===== config.mk =====
export PLATFORM = sky130hd
export DESIGN_NAME = mips_wb_arbiter_flat
export DESIGN_NICKNAME = d
export VERILOG_FILES = /design/src/rtl/mips_wb_arbiter_if.sv /design/src/rtl/mips_wb_arbiter.sv /design/src/flat_wrapper.sv
export SDC_FILE = /design/constraint.sdc
export NUM_CORES = 1
export LEC_CHECK = 0
export CAP_MARGIN = 20
export CORE_MARGIN = 2
export CORE_UTILIZATION = 47
export CTS_BUF_LIST = sky130_fd_sc_hd__clkbuf_4
export DETAILED_ROUTE_END_ITERATION = 10
export GPL_TIMING_DRIVEN = 0
export PLACE_DENSITY = 0.85
export SLEW_MARGIN = 10
export SYNTH_ARGS = -nofsm -noshare
export SYNTH_HDL_FRONTEND = slang
export SYNTH_SLANG_ARGS = --single-unit

===== constraint.sdc =====
create_clock -name clk -period 4.2 [get_ports clk]
set_input_delay 1.05 -clock clk [delete_from_list [all_inputs] [get_ports clk]]
set_output_delay 1.05 -clock clk [all_outputs]
set_load 0.005 [all_outputs]

===== src/rtl/mips_wb_arbiter_if.sv =====
// Writeback arbiter bus: MEM/WB result, long-unit result offer, register-file
// write port, busy mask, stall request and forwarding lookup.
interface mips_wb_arbiter_if;
   logic        pipe_wreg;
   logic [4:0]  pipe_wd;
   logic [31:0] pipe_wdata;
   logic        lu_valid;
   logic [4:0]  lu_wd;
   logic [31:0] lu_wdata;
   logic        lu_ready;
   logic        we;
   logic [4:0]  waddr;
   logic [31:0] wdata;
   logic [31:0] busy_mask;
   logic        stall_req;
   logic [4:0]  fwd_addr;
   logic        fwd_hit;
   logic [31:0] fwd_data;

   modport master (
      output pipe_wreg, pipe_wd, pipe_wdata, lu_valid, lu_wd, lu_wdata, fwd_addr,
      input  lu_ready, we, waddr, wdata, busy_mask, stall_req, fwd_hit, fwd_data
   );

   modport slave (
      input  pipe_wreg, pipe_wd, pipe_wdata, lu_valid, lu_wd, lu_wdata, fwd_addr,
      output lu_ready, we, waddr, wdata, busy_mask, stall_req, fwd_hit, fwd_data
   );
endinterface


===== src/rtl/mips_wb_arbiter.sv =====
// Writeback arbiter: pipe result wins the write port, queued long-unit results
// fill idle slots. Optional FIFO forwarding lookup under `MIPS_WB_FWD_EN.
module mips_wb_arbiter #(
   parameter int DEPTH        = 2,
   parameter int STARVE_LIMIT = 4
) (
   input  logic              clk,
   input  logic              rst,
   mips_wb_arbiter_if.slave  bus
);
   localparam int PW = $clog2(DEPTH);
   localparam int CW = $clog2(DEPTH + 1);
   localparam int SW = $clog2(STARVE_LIMIT + 1);

   logic [4:0]    wd_mem   [DEPTH];
   logic [31:0]   data_mem [DEPTH];
   logic [PW-1:0] rd_ptr_reg;
   logic [PW-1:0] wr_ptr_reg;
   logic [CW-1:0] count_reg;
   logic [SW-1:0] starve_reg;
   logic          we_reg;
   logic [4:0]    waddr_reg;
   logic [31:0]   wdata_reg;
   logic          stall_reg;

   logic             fifo_full;
   logic             fifo_empty;
   logic             pipe_go;
   logic             push;
   logic             pop;
   logic [DEPTH-1:0] entry_valid;
   logic [31:0]      busy_next;

   assign fifo_full  = (count_reg == CW'(DEPTH));
   assign fifo_empty = (count_reg == '0);
   assign pipe_go    = bus.pipe_wreg && (bus.pipe_wd != 5'd0) && !stall_reg;
   // $0 results are accepted from the unit but never take a slot.
   assign push       = bus.lu_valid && !fifo_full && (bus.lu_wd != 5'd0);
   assign pop        = !pipe_go && !fifo_empty;

   generate
      for (genvar gi = 0; gi < DEPTH; gi++) begin : g_valid
         logic [PW-1:0] age;
         assign age             = PW'(gi) - rd_ptr_reg;
         assign entry_valid[gi] = ({1'b0, age} < count_reg);
      end
   endgenerate

   always_comb begin
      busy_next = '0;
      for (int i = 0; i < DEPTH; i++) begin
         if (entry_valid[i]) begin
            busy_next[wd_mem[i]] = 1'b1;
         end
      end
      busy_next[0] = 1'b0;
   end

   always_ff @(posedge clk) begin
      if (push) begin
         wd_mem[wr_ptr_reg]   <= bus.lu_wd;
         data_mem[wr_ptr_reg] <= bus.lu_wdata;
      end
   end

   always_ff @(posedge clk or negedge rst) begin
      if (!rst) begin
         rd_ptr_reg <= '0;
         wr_ptr_reg <= '0;
         count_reg  <= '0;
         starve_reg <= '0;
         we_reg     <= 1'b0;
         waddr_reg  <= 5'd0;
         wdata_reg  <= 32'd0;
         stall_reg  <= 1'b0;
      end else begin
         if (pipe_go) begin
            we_reg    <= 1'b1;
            waddr_reg <= bus.pipe_wd;
            wdata_reg <= bus.pipe_wdata;
         end else if (pop) begin
            we_reg    <= 1'b1;
            waddr_reg <= wd_mem[rd_ptr_reg];
            wdata_reg <= data_mem[rd_ptr_reg];
         end else begin
            we_reg    <= 1'b0;
         end

         if (push) begin
            wr_ptr_reg <= wr_ptr_reg + PW'(1);
         end
         if (pop) begin
            rd_ptr_reg <= rd_ptr_reg + PW'(1);
         end
         if (push && !pop) begin
            count_reg <= count_reg + CW'(1);
         end else if (pop && !push) begin
            count_reg <= count_reg - CW'(1);
         end

         // Full FIFO shut out by the pipe: after enough such cycles, freeze it once.
         if (fifo_full && pipe_go) begin
            if (starve_reg == SW'(STARVE_LIMIT - 1)) begin
               starve_reg <= '0;
               stall_reg  <= 1'b1;
            end else begin
               starve_reg <= starve_reg + SW'(1);
               stall_reg  <= 1'b0;
            end
         end else begin
            starve_reg <= '0;
            stall_reg  <= 1'b0;
         end
      end
   end

   assign bus.lu_ready  = !fifo_full;
   assign bus.we        = we_reg;
   assign bus.waddr     = waddr_reg;
   assign bus.wdata     = wdata_reg;
   assign bus.stall_req = stall_reg;
   assign bus.busy_mask = busy_next;

`ifdef MIPS_WB_FWD_EN
   logic          fwd_hit_c;
   logic [31:0]   fwd_data_c;
   logic [PW-1:0] fwd_idx;

   // Walk oldest to youngest so the last match is the youngest.
   always_comb begin
      fwd_hit_c  = 1'b0;
      fwd_data_c = 32'd0;
      fwd_idx    = '0;
      for (int k = 0; k < DEPTH; k++) begin
         fwd_idx = rd_ptr_reg + PW'(k);
         if ((CW'(k) < count_reg) && (bus.fwd_addr != 5'd0) &&
             (wd_mem[fwd_idx] == bus.fwd_addr)) begin
            fwd_hit_c  = 1'b1;
            fwd_data_c = data_mem[fwd_idx];
         end
      end
   end

   assign bus.fwd_hit  = fwd_hit_c;
   assign bus.fwd_data = fwd_data_c;
`else
   logic unused_fwd;
   assign unused_fwd   = ^bus.fwd_addr;
   assign bus.fwd_hit  = 1'b0;
   assign bus.fwd_data = 32'd0;
`endif
endmodule


===== src/flat_wrapper.sv =====
// flat-port wrapper written by rule: the top's interface ports become plain ports
module mips_wb_arbiter_flat 
#(
   parameter int DEPTH        = 2,
   parameter int STARVE_LIMIT = 4
)
  (clk, rst, bus_pipe_wreg, bus_pipe_wd, bus_pipe_wdata, bus_lu_valid, bus_lu_wd, bus_lu_wdata, bus_fwd_addr, bus_lu_ready, bus_we, bus_waddr, bus_wdata, bus_busy_mask, bus_stall_req, bus_fwd_hit, bus_fwd_data);
  mips_wb_arbiter_if bus_i ();
  input  logic clk;
  input  logic rst;
  input wire logic [$bits(bus_i.pipe_wreg)-1:0] bus_pipe_wreg;
  input wire logic [$bits(bus_i.pipe_wd)-1:0] bus_pipe_wd;
  input wire logic [$bits(bus_i.pipe_wdata)-1:0] bus_pipe_wdata;
  input wire logic [$bits(bus_i.lu_valid)-1:0] bus_lu_valid;
  input wire logic [$bits(bus_i.lu_wd)-1:0] bus_lu_wd;
  input wire logic [$bits(bus_i.lu_wdata)-1:0] bus_lu_wdata;
  input wire logic [$bits(bus_i.fwd_addr)-1:0] bus_fwd_addr;
  output wire logic [$bits(bus_i.lu_ready)-1:0] bus_lu_ready;
  output wire logic [$bits(bus_i.we)-1:0] bus_we;
  output wire logic [$bits(bus_i.waddr)-1:0] bus_waddr;
  output wire logic [$bits(bus_i.wdata)-1:0] bus_wdata;
  output wire logic [$bits(bus_i.busy_mask)-1:0] bus_busy_mask;
  output wire logic [$bits(bus_i.stall_req)-1:0] bus_stall_req;
  output wire logic [$bits(bus_i.fwd_hit)-1:0] bus_fwd_hit;
  output wire logic [$bits(bus_i.fwd_data)-1:0] bus_fwd_data;
  assign bus_i.pipe_wreg = bus_pipe_wreg;
  assign bus_i.pipe_wd = bus_pipe_wd;
  assign bus_i.pipe_wdata = bus_pipe_wdata;
  assign bus_i.lu_valid = bus_lu_valid;
  assign bus_i.lu_wd = bus_lu_wd;
  assign bus_i.lu_wdata = bus_lu_wdata;
  assign bus_i.fwd_addr = bus_fwd_addr;
  assign bus_lu_ready = bus_i.lu_ready;
  assign bus_we = bus_i.we;
  assign bus_waddr = bus_i.waddr;
  assign bus_wdata = bus_i.wdata;
  assign bus_busy_mask = bus_i.busy_mask;
  assign bus_stall_req = bus_i.stall_req;
  assign bus_fwd_hit = bus_i.fwd_hit;
  assign bus_fwd_data = bus_i.fwd_data;
  mips_wb_arbiter #(.DEPTH(DEPTH), .STARVE_LIMIT(STARVE_LIMIT)) u_core (.clk(clk), .rst(rst), .bus(bus_i));
endmodule

After elaboration in Yosys (flattened, before gate mapping)
Memory sizes are Yosys's and may differ from the RTL's.
Cells that the tools add are included.
{ "word_totals": {"wordCells": 67, "reg_bits": 46, "output_inout_bits": 105, "in_bits": 83, "memories": 2, "ramBits": 74} }
{ "mem_list": {"columns": ["memory", "words", "word_bits", "read_ports", "rd_clocked_by_memory_dff", "write_ports", "line", "source"], "rows": [
  ["u_core.data_mem", 2, 32, 1, 0, 1, "mips_wb_arbiter.sv:16", "logic [31:0] data_mem [DEPTH];"],
  ["u_core.wd_mem", 2, 5, 3, 0, 1, "mips_wb_arbiter.sv:15", "logic [4:0] wd_mem [DEPTH];"]
]} }
{ "op_classes": {"n_reduce_logical": 21, "n_eq_ne": 2, "order_cmp": 6, "n_bitwise": 1, "muxes": 20, "add_sub_neg": 7} }
{ "ops": {"columns": ["op", "count"], "rows": [
  ["32-bit 2-to-1 mux", 4],
  ["32-bit OR", 1],
  ["5-bit by 6-bit less-than comparator with 1-bit output, second input constant", 2],
  ["1-bit demux with 5-bit select", 2],
  ["5-bit by 1-bit >= comparator with 1-bit output, second input constant", 2],
  ["1-bit logical AND", 10],
  ["5-bit 2-to-1 mux", 2],
  ["5-bit nonzero test", 2],
  ["1-bit 2-to-1 mux", 8],
  ["1-bit logical NOT", 6],
  ["3-bit 2-to-1 mux", 2],
  ["1-bit by 2-bit less-than comparator with 1-bit output", 2],
  ["2-bit 2-to-1 mux", 2],
  ["2-bit nonzero test", 2],
  ["3-bit by 1-bit adder with 3-bit output, second input constant", 1],
  ["3-bit by 2-bit equality test with 1-bit output, second input constant", 1],
  ["1-bit adder, second input constant", 2],
  ["2-bit by 1-bit adder with 2-bit output, second input constant", 1],
  ["2-bit equality test, second input constant", 1],
  ["2-bit logical NOT", 1],
  ["1-bit subtractor, first input constant", 2],
  ["2-bit by 1-bit subtractor with 2-bit output, second input constant", 1]
]} }

Depth between registers and ports, before layout
{ "depth": {"word_depth": 8, "depth_mapped": 9, "ltp_nobuf": 7} }

Worst setup path after synthesis
OpenSTA, ideal clock, no wires.
{ "synth_path": {"path_kind": "input to register", "start": "in bus_lu_wd[3]", "end": "mem u_core.data_mem[0][0] (enable)", "path_stages": 3, "slack_ps": 892, "t_arrival_ps": 2877, "setup_ps": 431, "cell_sequence": "or4_1 o211ai_1 nor2_1"} }
{ "synth_between": {"elab_chain_cells": 4} }
{ "synth_rtl": {"columns": ["item", "line", "source"], "rows": [
  ["start: declaration", "flat_wrapper.sv:15", "input wire logic [$bits(bus_i.lu_wd)-1:0] bus_lu_wd;"],
  ["5-bit nonzero test", "mips_wb_arbiter.sv:38", "assign push = bus.lu_valid && !fifo_full && (bus.lu_wd != 5'd0);"],
  ["1-bit logical AND", "mips_wb_arbiter.sv:38", null],
  ["1-bit 2-to-1 mux", "mips_wb_arbiter.sv:60", "if (push) begin"],
  ["1-bit 2-to-1 mux (not written as such)", "mips_wb_arbiter.sv:62", "data_mem[wr_ptr_reg] <= bus.lu_wdata;"],
  ["end: declaration", "mips_wb_arbiter.sv:16", null]
]} }
Every way passes these cells.

Final worst setup path
{ "layout_path": {"start": "reg u_core.count_reg[1]", "end": "out bus_busy_mask[30]"} }
{ "layout_between": {"elab_chain_cells": 4} }
{ "layout_rtl": {"columns": ["item", "line", "source"], "rows": [
  ["start: declaration", "mips_wb_arbiter.sv:19", "logic [CW-1:0] count_reg;"],
  ["start signal: assignment", "mips_wb_arbiter.sv:96", "count_reg <= count_reg + CW'(1);"],
  ["start signal: assignment", "mips_wb_arbiter.sv:98", "count_reg <= count_reg - CW'(1);"],
  ["1-bit by 2-bit less-than comparator with 1-bit output", "mips_wb_arbiter.sv:45", "assign entry_valid[gi] = ({1'b0, age} < count_reg);"],
  ["32-bit 2-to-1 mux", "mips_wb_arbiter.sv:52", "if (entry_valid[i]) begin"],
  ["32-bit OR (no source line)", null, null],
  ["32-bit 2-to-1 mux (*)", "mips_wb_arbiter.sv:52", null],
  ["end: declaration", "flat_wrapper.sv:22", "output wire logic [$bits(bus_i.busy_mask)-1:0] bus_busy_mask;"]
]} }
Mark *: on every way between the ends. The rest lies on a longest branch, timed or not.

==> impl_metrics.prom <==
# TYPE chip_impl_metric gauge
chip_impl_metric{name="dp.final_hpwl",unit="um"} 10200
chip_impl_metric{name="fmaxAchievable",unit="MHz"} 266
chip_impl_metric{name="largest_register_ff_count",unit=""} 64
chip_impl_metric{name="detailroute.via_count",unit=""} 4235
chip_impl_metric{name="gp_congestion",unit=""} 0.828
chip_impl_info{name="critical-path-slowest-cell",value="sky130_fd_sc_hd__clkdlybuf4s50_1"} 1
chip_impl_info{name="critical_path.cell_chain",value="buf_2, clkbuf_1, o211ai_1, o22ai_1, clkdlybuf4s50_1"} 1
chip_impl_metric{name="area_growth",unit="%"} 38.4
chip_impl_metric{name="clock_tree.htree_level_count",unit=""} 4
chip_impl_metric{name="cts_resized",unit=""} 0
chip_impl_metric{name="worst-path-max-fanout",unit=""} 10
chip_impl_info{name="status",value="finished clean"} 1
chip_impl_info{name="timing.hold.worst.class",value="flip-flop to flip-flop"} 1
chip_impl_metric{name="die_width",unit="um"} 113
chip_impl_metric{name="synthArstFlopShare",unit="%"} 38.3
chip_impl_metric{name="firstDrtPassIters",unit=""} 5
chip_impl_metric{name="placedCellCount",unit=""} 758
chip_impl_metric{name="whs",unit="ps"} 462
chip_impl_info{name="post-synth-top-count-cell",value="sky130_fd_sc_hd__edfxtp_1"} 1
chip_impl_metric{name="arrival",unit="ps"} 2720
chip_impl_metric{name="yosys.area.top_type_share",unit="%"} 40.1
chip_impl_metric{name="number_of_global_route_vias_before_repair",unit=""} 4272
chip_impl_metric{name="design.portCount",unit=""} 188
chip_impl_metric{name="cts_max_path_buffers",unit=""} 2
chip_impl_metric{name="die_area",unit="um^2"} 12700
chip_impl_metric{name="synth-edff-count",unit=""} 74
chip_impl_metric{name="wl",unit="um"} 13700
chip_impl_metric{name="globalRouteTotalUtil",unit="%"} 21.4
chip_impl_info{name="criticalPathCategory",value="flip-flop to output port"} 1
chip_impl_info{name="netlist.top_cell.by_area",value="sky130_fd_sc_hd__edfxtp_1"} 1
chip_impl_metric{name="placed_area",unit="um^2"} 7410
chip_impl_metric{name="timing.final.hold_violations",unit=""} 0
chip_impl_metric{name="power.static_leakage",unit="nW"} 2.95
chip_impl_metric{name="synth.avg_cell_area",unit="um^2"} 12.9
chip_impl_info{name="cts_root_buffer",value="sky130_fd_sc_hd__clkbuf_4"} 1
chip_impl_metric{name="post-cts-setup-buffer-count",unit=""} 0
chip_impl_metric{name="grt_max_degree",unit=""} 31
chip_impl_metric{name="timing.critical_path.slowest_cell_delay",unit="ps"} 540
chip_impl_metric{name="yosysWarnings",unit=""} 0
chip_impl_metric{name="grt_antenna_before_repair",unit=""} 0
chip_impl_metric{name="core.rowCount",unit=""} 39
chip_impl_metric{name="grt_overflow_total",unit=""} 0
chip_impl_info{name="yosys_most_used_dff",value="sky130_fd_sc_hd__edfxtp_1"} 1
chip_impl_metric{name="drt_drc_violations_left",unit=""} 0
chip_impl_metric{name="numPortBuffers",unit=""} 148
chip_impl_metric{name="drt-wirelength-per-cell",unit="um"} 17.3
chip_impl_metric{name="synth-seq-area-share",unit="%"} 60.8
chip_impl_metric{name="final_area",unit="um^2"} 7670
chip_impl_info{name="synth_commonest_cells",value="sky130_fd_sc_hd__edfxtp_1 (74), sky130_fd_sc_hd__dfrtp_1 (46), sky130_fd_sc_hd__nor3_1 (36)"} 1
chip_impl_metric{name="nets",unit=""} 719
chip_impl_metric{name="die-height",unit="um"} 113
chip_impl_metric{name="cts_hold_buffers",unit=""} 0
chip_impl_metric{name="clock-sinks",unit=""} 120
chip_impl_info{name="critical_path.endpoint_type",value="output port"} 1
chip_impl_info{name="yosys-top-cells-area",value="sky130_fd_sc_hd__edfxtp_1 (40%), sky130_fd_sc_hd__dfrtp_1 (21%), sky130_fd_sc_hd__mux2i_1 (6.3%)"} 1
chip_impl_metric{name="postSynthCellCount",unit=""} 431
chip_impl_metric{name="max-slew-margin-rel",unit="%"} 50.0
chip_impl_metric{name="ant_nets",unit=""} 0
chip_impl_metric{name="final_setup_fails",unit=""} 0
chip_impl_metric{name="drt_iter0_markers",unit=""} 425
chip_impl_metric{name="worstMarginPinSlew",unit="ps"} 747
chip_impl_metric{name="ir_worst_vdd",unit="mV"} 0.392
chip_impl_metric{name="maxSlewViolCount",unit=""} 0
chip_impl_metric{name="finalNonFillerCells",unit=""} 790
chip_impl_metric{name="postSynthRegisterBits",unit=""} 120
chip_impl_metric{name="cts_inserted_buffers",unit=""} 17
chip_impl_metric{name="viasPerCell",unit=""} 5.36
chip_impl_metric{name="global_route_wire_length_before_repair",unit="um"} 21100
chip_impl_metric{name="power.density",unit="nW/um^2"} 572
chip_impl_metric{name="post-route-util",unit="%"} 66.9
chip_impl_metric{name="total_power",unit="mW"} 4.39
chip_impl_metric{name="start_util",unit="%"} 48.4
chip_impl_metric{name="cap_violations",unit=""} 0
chip_impl_metric{name="drive_gt1_share",unit="%"} 17.9
chip_impl_metric{name="area_of_the_core",unit="um^2"} 11500
chip_impl_metric{name="critPathRequiredTime",unit="ps"} 3150
chip_impl_info{name="tritoncts_clock_tree",value="yes"} 1
chip_impl_metric{name="synth.distinct_cells",unit=""} 40
chip_impl_metric{name="clkTransAtPathRegs",unit="ps"} 100
chip_impl_info{name="timing.critical_path.from_type",value="flip-flop"} 1
chip_impl_metric{name="skew_pair_late_insertion_delay",unit="ps"} 510
chip_impl_metric{name="n_antenna_cell",unit=""} 0
chip_impl_metric{name="finalCriticalPeriod",unit="ps"} 3770
chip_impl_info{name="rsz0062_at_grt",value="false"} 1
chip_impl_metric{name="post-route-period-util",unit="%"} 89.7
chip_impl_metric{name="clock_skew",unit="ps"} 16.1
chip_impl_metric{name="synth_area",unit="um^2"} 5550
## where the power goes
part           internal (mW)  switching (mW)
logic                  0.922           0.938
clock network          0.360           0.396
registers               1.62           0.155
total                   2.90            1.49
## cell families (layout without fill, tap and decap cells)
| logic type | count (synthesis) | after routing | share of synthesized area, % |
|---|---|---|---|
| and+or+nand+nor | 84 | 84 | 8.21 |
| muxes | 68 | 68 | 13.0 |
| AOI/OAI and AO/OA | 82 | 82 | 9.07 |
| other | 1 | 34 | 0.0676 |
| xor gates and xnor gates | 4 | 4 | 0.632 |
| DFF | 120 | 120 | 60.8 |
| adders and majority gates | 2 | 2 | 0.451 |
| buffers and inverters | 70 | 253 | 7.72 |
## cell usage in the layout (no fill, tap or decap), types with 5 or more instances in the layout
| master | Yosys | final |
|---|---|---|
| sky130_fd_sc_hd__clkbuf_1 | 20 | 20 |
| sky130_fd_sc_hd__buf_4 | 34 | 34 |
| sky130_fd_sc_hd__mux2i_1 | 35 | 35 |
| sky130_fd_sc_hd__nand3b_1 | 8 | 8 |
| sky130_fd_sc_hd__dfrtp_1 | 46 | 46 |
| sky130_fd_sc_hd__a21oi_1 | 34 | 34 |
| sky130_fd_sc_hd__mux2_2 | 31 | 31 |
| sky130_fd_sc_hd__clkbuf_4 | 0 | 20 |
| sky130_fd_sc_hd__nand2_1 | 11 | 11 |
| sky130_fd_sc_hd__conb_1 | 1 | 34 |
| sky130_fd_sc_hd__buf_2 | 6 | 7 |
| sky130_fd_sc_hd__nor2_1 | 9 | 7 |
| sky130_fd_sc_hd__o22ai_1 | 31 | 31 |
| sky130_fd_sc_hd__inv_1 | 5 | 5 |
| sky130_fd_sc_hd__edfxtp_1 | 74 | 74 |
| sky130_fd_sc_hd__clkdlybuf4s50_1 | 0 | 147 |
| sky130_fd_sc_hd__nor3_1 | 36 | 36 |
| sky130_fd_sc_hd__o211ai_1 | 7 | 7 |
## worst max-delay path, delay by kind of cell (launching register included)
family | cells | cell delay (ps)
compound gates | 2 | 760
buf+inv | 3 | 1120
flops | 1 | 330
## through the flow
step,TNS (ps),worst slack (ps)
after floorplan,0,892
after global placement,-40240,-549
after detailed placement,0,842
after CTS,0,423
after global routing,0,211
final,0,434
## worst paths after layout
kind / slack [ps] / endpoint / start / cells after the start
setup reg to reg: 1880 / u_core.data_mem[1][10] / u_core.count_reg[1] / 6
hold / removal: 460 / u_core.starve_reg[0] / u_core.starve_reg[0] / 1
min in group asynchronous: 470 / u_core.bus.wdata[16] / rst / 1
max in group asynchronous: 3210 / u_core.bus.wdata[25] / rst / 2
setup / recovery: 430 / bus_busy_mask[30] / u_core.count_reg[1] / 5
hold reg to reg: 460 / u_core.starve_reg[0] / u_core.starve_reg[0] / 1
## layer usage
layer	vias to the layer above	wire length (um)	GRT usage [%]
met4	0	169	6.83
met1	2018	5240	24.8
met3	23	1310	6.70
met2	234	6930	37.8
met5	-	0	0
li1	1960	-	-
## final cells by class
cell class	count	area [um^2]
timing repair buffer	151	1550
fill	845	3790
clock inverter	12	110
tap	143	179
buffer	65	409
multi-input combinational	274	1880
sequential	120	3370
inverter	5	18.8
clock buffer	20	150
(Power assumes the default switching activity.)
